<file path="src/rtl/mips_pkg.sv">
// Widths and ID/EX bundle layout shared by the forwarding unit, ID/EX and EX/MEM latches.
// Field order of ex_ctrl_t is relied on by the downstream latches; append, never reorder.
package mips_pkg;

   localparam int NB_REG      = 32;
   localparam int NB_REG_ADDR = 5;
   localparam int NB_OPCODE   = 6;

   typedef struct packed {
      logic we;
      logic mem_read;
      logic rinst;
      logic jinst;
   } ex_ctrl_t;

   typedef enum logic [1:0] {
      ACT_HOLD    = 2'd0,
      ACT_BUBBLE  = 2'd1,
      ACT_CAPTURE = 2'd2
   } latch_act_t;

endpackage

</file>
<file path="src/rtl/id_ex_latch_load_use.sv">
// Load-use hazard detector: an EX-stage load whose destination feeds the ID instruction
// cannot be forwarded in time, so one bubble is required.
module load_use_detector #(
   parameter int NB_REG_ADDR = 5
) (
   input  logic                   valid_ex,
   input  logic                   mem_read_ex,
   input  logic [NB_REG_ADDR-1:0] rd_ex,
   input  logic                   valid,
   input  logic                   jinst,
   input  logic                   rinst,
   input  logic [NB_REG_ADDR-1:0] rs,
   input  logic [NB_REG_ADDR-1:0] rt,
   output logic                   hz
);

   logic rs_match;
   logic rt_match;

   assign rs_match = (rs == rd_ex);
   // rt is only a source operand for R-type instructions
   assign rt_match = rinst & (rt == rd_ex);

   assign hz = valid_ex & mem_read_ex & (rd_ex != '0) & valid & ~jinst & (rs_match | rt_match);

endmodule

</file>
<file path="src/rtl/id_ex_latch.sv">
// ID/EX pipeline register: forwarded operand capture, load-use bubble insertion,
// EX flush, debug-step hold and a saturating stall counter.
module id_ex_latch #(
   parameter int NB_REG_ADDR  = mips_pkg::NB_REG_ADDR,
   parameter int NB_REG       = mips_pkg::NB_REG,
   parameter int NB_OPCODE    = mips_pkg::NB_OPCODE,
   parameter int NB_STALL_CNT = 16
) (
   input  logic                    i_clock,
   input  logic                    i_reset,
   input  logic                    i_enable,
   input  logic                    i_flush,
   input  logic                    i_valid,
   input  logic [NB_REG-1:0]       i_data_a,
   input  logic [NB_REG-1:0]       i_data_b,
   input  logic [NB_REG-1:0]       i_imm,
   input  logic [NB_REG_ADDR-1:0]  i_rs,
   input  logic [NB_REG_ADDR-1:0]  i_rt,
   input  logic [NB_REG_ADDR-1:0]  i_rd,
   input  logic [NB_OPCODE-1:0]    i_opcode,
   input  logic                    i_we,
   input  logic                    i_mem_read,
   input  logic                    i_rinst,
   input  logic                    i_jinst,
   input  logic                    i_fwd_mux_a,
   input  logic                    i_fwd_mux_b,
   input  logic [NB_REG-1:0]       i_fwd_data_a,
   input  logic [NB_REG-1:0]       i_fwd_data_b,
   output logic                    o_stall,
   output logic                    o_valid_ex,
   output logic [NB_REG-1:0]       o_data_a,
   output logic [NB_REG-1:0]       o_data_b,
   output logic [NB_REG-1:0]       o_imm,
   output logic [NB_REG_ADDR-1:0]  o_rs_ex,
   output logic [NB_REG_ADDR-1:0]  o_rt_ex,
   output logic [NB_REG_ADDR-1:0]  o_rd_ex,
   output logic [NB_OPCODE-1:0]    o_opcode_ex,
   output logic                    o_we_ex,
   output logic                    o_mem_read_ex,
   output logic                    o_rinst_ex,
   output logic                    o_jinst_ex,
   output logic [NB_STALL_CNT-1:0] o_stall_count
);

   import mips_pkg::*;

   logic                    valid_reg;
   logic [NB_REG-1:0]       data_a_reg;
   logic [NB_REG-1:0]       data_b_reg;
   logic [NB_REG-1:0]       imm_reg;
   logic [NB_REG_ADDR-1:0]  rs_reg;
   logic [NB_REG_ADDR-1:0]  rt_reg;
   logic [NB_REG_ADDR-1:0]  rd_reg;
   logic [NB_OPCODE-1:0]    opcode_reg;
   ex_ctrl_t                ctrl_reg;
   logic [NB_STALL_CNT-1:0] stall_cnt_reg;
   logic                    hz;
   latch_act_t              act;

   load_use_detector #(
      .NB_REG_ADDR (NB_REG_ADDR)
   ) u_load_use (
      .valid_ex    (valid_reg),
      .mem_read_ex (ctrl_reg.mem_read),
      .rd_ex       (rd_reg),
      .valid       (i_valid),
      .jinst       (i_jinst),
      .rinst       (i_rinst),
      .rs          (i_rs),
      .rt          (i_rt),
      .hz          (hz)
   );

   // Flush outranks the hazard: a squashed instruction never needs to stall.
   always_comb begin
      act = ACT_HOLD;
      if (i_enable) begin
         if (i_flush || hz) begin
            act = ACT_BUBBLE;
         end else begin
            act = ACT_CAPTURE;
         end
      end
   end

   assign o_stall = hz & ~i_flush & i_enable;

   always_ff @(posedge i_clock or negedge i_reset) begin
      if (!i_reset) begin
         valid_reg  <= 1'b0;
         data_a_reg <= '0;
         data_b_reg <= '0;
         imm_reg    <= '0;
         rs_reg     <= '0;
         rt_reg     <= '0;
         rd_reg     <= '0;
         opcode_reg <= '0;
         ctrl_reg   <= '0;
      end else begin
         case (act)
            ACT_BUBBLE: begin
               valid_reg         <= 1'b0;
               ctrl_reg.we       <= 1'b0;
               ctrl_reg.mem_read <= 1'b0;
            end
            ACT_CAPTURE: begin
               valid_reg         <= i_valid;
               data_a_reg        <= i_fwd_mux_a ? i_fwd_data_a : i_data_a;
               data_b_reg        <= i_fwd_mux_b ? i_fwd_data_b : i_data_b;
               imm_reg           <= i_imm;
               rs_reg            <= i_rs;
               rt_reg            <= i_rt;
               rd_reg            <= i_rd;
               opcode_reg        <= i_opcode;
               // r0 writes and bubbles must never match in the forwarding unit
               ctrl_reg.we       <= i_we & (i_rd != '0) & i_valid;
               ctrl_reg.mem_read <= i_mem_read;
               ctrl_reg.rinst    <= i_rinst;
               ctrl_reg.jinst    <= i_jinst;
            end
            default: begin
            end
         endcase
      end
   end

   always_ff @(posedge i_clock or negedge i_reset) begin
      if (!i_reset) begin
         stall_cnt_reg <= '0;
      end else if (o_stall && (stall_cnt_reg != '1)) begin
         stall_cnt_reg <= stall_cnt_reg + 1'b1;
      end
   end

   assign o_valid_ex    = valid_reg;
   assign o_data_a      = data_a_reg;
   assign o_data_b      = data_b_reg;
   assign o_imm         = imm_reg;
   assign o_rs_ex       = rs_reg;
   assign o_rt_ex       = rt_reg;
   assign o_rd_ex       = rd_reg;
   assign o_opcode_ex   = opcode_reg;
   assign o_we_ex       = ctrl_reg.we;
   assign o_mem_read_ex = ctrl_reg.mem_read;
   assign o_rinst_ex    = ctrl_reg.rinst;
   assign o_jinst_ex    = ctrl_reg.jinst;
   assign o_stall_count = stall_cnt_reg;

endmodule

</file>
<file path="config.mk">
export PLATFORM = sky130hd
export DESIGN_NAME = id_ex_latch
export DESIGN_NICKNAME = d
export VERILOG_FILES = /design/src/rtl/mips_pkg.sv /design/src/rtl/id_ex_latch_load_use.sv /design/src/rtl/id_ex_latch.sv
export SDC_FILE = /design/constraint.sdc
export NUM_CORES = 1
export LEC_CHECK = 0
export BUFFER_PORTS_ARGS = -buffer_cell sky130_fd_sc_hd__buf_2
export CORE_ASPECT_RATIO = 0.5
export CORE_MARGIN = 1.5
export CORE_UTILIZATION = 46
export CTS_BUF_LIST = sky130_fd_sc_hd__clkbuf_4
export CTS_CLUSTER_SIZE = 24
export DETAILED_ROUTE_END_ITERATION = 12
export HOLD_SLACK_MARGIN = 0.06
export MAX_ROUTING_LAYER = met4
export PLACE_DENSITY_LB_ADDON = 0.05
export SYNTH_ARGS = -nofsm -noshare
export SYNTH_HDL_FRONTEND = slang
export SYNTH_HIERARCHICAL = 1
export SYNTH_SLANG_ARGS = --single-unit
</file>
<file path="constraint.sdc">
create_clock -name i_clock -period 2.8 [get_ports i_clock]
set_input_delay 0.28 -clock i_clock [delete_from_list [all_inputs] [get_ports i_clock]]
set_output_delay 0.28 -clock i_clock [all_outputs]
set_load 0.02 [all_outputs]
</file>
* Yosys cells after proc, flatten, opt, wreduce, memory -nomap -nowiden *
Cells that the tools add are included.

storage, ports and cells
  flip-flop bits (word level) = 138
  logic and storage cells = 43

operators by class
  add/subtract/negate cells = 1
  eq/ne operators = 5
  muxes and demuxes = 6
  bitwise operators = 13
  reduce and logical (&&, ||, !) cells = 5

operators by type and width
  cell                     number
  $mux W32                 2
  $add A16 B1 Y16 const B  1
  $ne A16 B16 Y1 const B   1
  $and A1 B1 Y1            10
  $eq A5 B5 Y1             2
  $reduce_bool A5 Y1       2
  $mux W2                  2
  $pmux W2 S2              1
  $eq A2 B1 Y1 const B     1
  $eq A2 B2 Y1 const B     1
  $not A1 Y1               2
  $pmux W1 S2              1
  $reduce_bool A2 Y1       1
  $logic_and A1 B1 Y1      1
  $logic_or A1 B1 Y1       1
  $or A1 B1 Y1             1

* Depth between registers and ports, before layout *
  depth in word-level cells = 10
  depth in mapped cells = 9
  mapped depth without buffers = 9

* Hierarchy *
The synthesis kept the hierarchy.

by module, submodules not included
  module             times used  cells each  area an instance (µm²)  sequential area each (µm²)
  id_ex_latch        1           484         5,921.9                 3,453.3
  load_use_detector  1           18          141.4                   0.0

* Worst setup path before layout *
OpenSTA, ideal clock, no wires.

  kind = register to register
  start point = register rd_reg[1] (netlist: o_rd_ex[1])
  end point = register stall_cnt_reg[7] (netlist: o_stall_count[7])
  setup time = 127 ps
  arrival = 2,367 ps
  data required time = 2,673 ps
  path slack = 306 ps
  cell stages (with the launch flop) = 8
  path buffers = 0
  clock period less this slack = 2,494 ps
  path through = dfrtp_1 xor2_1 nor4_1 nand3_1 a221oi_2 nand3b_4 or3_1 o32a_2

on the way
  word-level cells in the longest chain between the ends = 8
  elaborated cells on any way between the ends = 12

ends and longest elaborated chain
  element                          line                        RTL
  from (decl)                      id_ex_latch.sv:53           logic [NB_REG_ADDR-1:0] rd_reg;
  from (signal assigned)           id_ex_latch.sv:113          rd_reg <= i_rd;
  $reduce_bool A5 Y1               id_ex_latch_load_use.sv:24  assign hz = valid_ex & mem_read_ex & (rd_ex != '0) & valid & ~jinst & (rs_match | rt_match);
  $and A1 B1 Y1 (3 in series)      id_ex_latch_load_use.sv:24
  $and A1 B1 Y1 (*)                id_ex_latch_load_use.sv:24
  via hz                           id_ex_latch.sv:57           logic hz;
  $and A1 B1 Y1 (*) (2 in series)  id_ex_latch.sv:86           assign o_stall = hz & ~i_flush & i_enable;
  $logic_and A1 B1 Y1 (*)          id_ex_latch.sv:130          end else if (o_stall && (stall_cnt_reg != '1)) begin
  to (signal assigned)             id_ex_latch.sv:131          stall_cnt_reg <= stall_cnt_reg + 1'b1;
  to (decl)                        id_ex_latch.sv:56           logic [NB_STALL_CNT-1:0] stall_cnt_reg;

Mark *: on every way through the listed nets, which the timed path passes. The rest lies on a longest branch.
A chain may end at the register's enable or synchronous reset.

* Worst setup path in the final report *
  start point = register rd_reg[2] (netlist: o_rd_ex[2])
  end point = register stall_cnt_reg[7] (netlist: o_stall_count[7])

The elaborated chain is that of the path after synthesis.

==> impl_metrics.py <==
metrics = {
    "yosys": {
        "synth_common_cells": "dfrtp_1, nor2_1, a21oi_1, mux2i_1, mux2_2",
        "synthCells": 502,
        "synth_edf_count": 0,
        "ys_types": 41,
        "ys_ff_latch": 138,
        "syn_area_per_cell_um2": 12.1,
        "syn-cell-area_mm2": 0.00606,
        "synth.area.top_cells": "dfrtp_1, mux2i_1, mux2_2",
        "synth.yosys.warnings": 6,
        "synth_ff_type": "dfrtp_1",
        "async_reset_ff_share_pct": 100,
        "synth_area_leader_cell": "dfrtp_1",
        "yosysSeqAreaShare_pct": 57.0,
        "synth_top_area_share_pct": 57.0,
        "synth.net_count": 695,
        "yosysMostFrequentCell": "dfrtp_1",
    },
    "floorplanning": {
        "io-pin-count": 331,
        "die_x_um": 165,
        "die_height_um": 84.2,
        "core_area_mm2": 0.0128,
        "num_rows": 29,
        "start_util_pct": 47.5,
        "die-area_mm2": 0.0139,
    },
    "layout": {
        "drive_gt1_share_pct": 44.7,
        "fin_nets": 1168,
        "area_growth_pct": 58.7,
        "diodes": 0,
    },
    "sta": {
        "fin_crit_sh_pct": 95.7,
        "rsz0062_at_grt": "no",
        "fmax_ghz": 0.373,
        "tightest_slew_ns": 0.966,
        "final_max_slew_viol_count": 0,
        "fin_setup_tns_ns": 0,
        "fin_ws_ns": 0.119,
        "final_hold_viol_count": 0,
        "slew_headroom_pct": 35.6,
        "setup_viol": 0,
        "fin_worst_skew_ns": 0.0169,
        "min_period_ns": 2.68,
    },
    "pwr": {
        "ir_worst_vdd_mv": 0.345,
        "leakage_nw": 4.77,
        "powerDensity_mw_per_mm2": 526,
    },
    "clocking": {
        "cts_tree": "done",
        "cts_sinks": 138,
        "cts_buffers": 17,
        "cts_root_buf": "clkbuf_4",
        "clk_pin_slew_worst_paths_ns": 0.12,
        "clk-insertion-delay-late_ns": 0.51,
        "clk_path_buf_depth": 2,
        "h-tree-depth": 4,
    },
    "routing": {
        "wl_met2_um": 9830,
        "drt_iter0_markers": 245,
        "highest_layer": "met4",
        "wl_per_cell_um": 15.9,
        "finalWirelength_um": 18400,
        "viasPerCell": 4.90,
        "drt.antenna.violating_nets": 0,
        "drtPass1Iterations": 4,
        "vias": 5679,
        "wl_met1_um": 7280,
        "dr_wl_met3_um": 887,
        "drc": 0,
    },
    "critical_path": {
        "reg2regPathDepth": 8,
        "timing.rr.start": "o_rd_ex[2]",
        "regToRegSetupSlack_ns": 0.12,
        "cp.arrival_ns": 3.09,
        "cp-startpoint": "o_rd_ex[2]",
        "cp-start-kind": "register",
        "critPathKind": "reg2reg",
        "endpoint": "o_stall_count[7]",
        "critPathRequiredTime_ns": 3.20,
        "endpoint_kind": "register",
        "r2r-end": "o_stall_count[7]",
        "path_max_fanout": 6,
    },
    "hold_path": {
        "min_from": "i_fwd_data_a[16]",
        "hold_class": "in2reg",
        "hold_depth": 3,
    },
    "global_routing": {
        "grt_pass1_vias": 5740,
        "grt_pass1_wl_um": 27400,
        "antenna_found_initial": 0,
        "track_usage_pct": 26.5,
        "grt_max_degree": 89,
        "grt_overflow": 0,
    },
    "placed_design": {
        "gp_congestion": 0.833,
        "place_ws_ns": 0.230,
        "numPortBuffers": 330,
        "dp_hpwl_um": 11900,
    },
    "status": {
        "status": "complete, no violations",
    },
    "job": {
        "cap_violations": 0,
    },
}
worst max-delay path, cell delays in order (launching register included):
cell,delay (ns)
dfrtp_1,0.45
xor2_1,0.18
nor4_1,0.32
nand3_1,0.18
a221oi_4,0.31
nand3b_4,0.16
buf_4,0.17
or3_1,0.42
o32a_2,0.38
repair_timing:
item                       CTS  global route
setup endpoints to repair    0             4
buffers inserted             0             3
hold buffers               137             0
hold endpoints to repair   160             0
gates resized for setup      0             5
sequential cells by signal (all words and copies together) (netlist names):
signal	count
o_data_a	32
o_data_b	32
o_imm	32
o_jinst_ex	1
o_mem_read_ex	1
o_opcode_ex	6
o_rd_ex	5
o_rinst_ex	1
o_rs_ex	5
o_rt_ex	5
o_stall_count	16
o_valid_ex	1
o_we_ex	1
layout make-up:
class	instances	area, um2
Clock buffer	19	143
Clock inverter	13	129
Fill cell	907	3150
Inverter	5	18.8
Multi-Input combinational cell	331	2470
Sequential cell	138	3450
Tap cell	170	213
Timing Repair Buffer	482	3190
report_power, final:
group          internal [mW]  switching, mW
Sequential              2.24          0.134
Combinational          0.644          0.781
Clock                  0.537          0.721
per-layer routing:
layer	track usage, %	up-vias
li1	-	2717
met1	28.8	2752
met2	48.5	181
met3	4.69	29
met4	9.66	0
met5	-	-
cell families after synthesis:
logic type,count (synthesis),share of synthesized area (%)
AND/OR/NAND/NOR,112,9.47
flip-flops,138,57.0
XOR/XNOR,15,2.17
multiplexers,123,21.6
buffers and inverters,33,2.58
adder cells (fa/ha/maj),1,0.206
AO/OA/AOI/OAI,80,7.04
worst min-delay path by stage:
stage	endpoint	slack, ns
after floorplan	o_data_a[0]	-0.02
after global routing	o_data_a[16]	0.07
after global placement	o_imm[3]	0.30
after detailed placement	o_imm[4]	0.30
after CTS	o_data_b[7]	0.06
final	o_data_a[16]	0.09
stage by stage:
step | cell area, um2 | instances | hold WS (ns) | util [%] | power (mW)
floorplan | 6060 | 502 | -0.0156 | - | 3.11
global placement | 7920 | 984 | 0.303 | 62.0 | 3.63
detailed placement | 7920 | 984 | 0.300 | 62.0 | 3.66
CTS | 9560 | 1153 | 0.0601 | 74.8 | 5.09
global route | 9620 | 1158 | 0.0726 | 75.4 | 5.30
finish | 9620 | 1158 | 0.0916 | 75.4 | 5.06
placed cells by master, fill, tap and decap left out, types with 2 or more instances in the layout:
cell           netlist  final
buf_2               20    328
dfrtp_1            138    138
dlygate4sd3_1        0    137
nor2_1              70     70
a21oi_1             68     68
mux2i_1             64     64
mux2_2              53     53
clkbuf_4             0     19
xor2_1              11     11
buf_4                2     11
nand3_1              8      8
clkinvlp_4           0      7
o21ai_0              6      6
mux2_1               5      5
nand2_1              6      5
nor3_1               5      5
nand4_1              4      4
xnor2_1              4      4
inv_1                5      4
clkinv_1             0      3
buf_6                0      3
nor3_2               2      2
or3_1                2      2
nor4_1               2      2
bufinv_16            0      2
buf_12               0      2
Power figures use the tool's default switching activity.
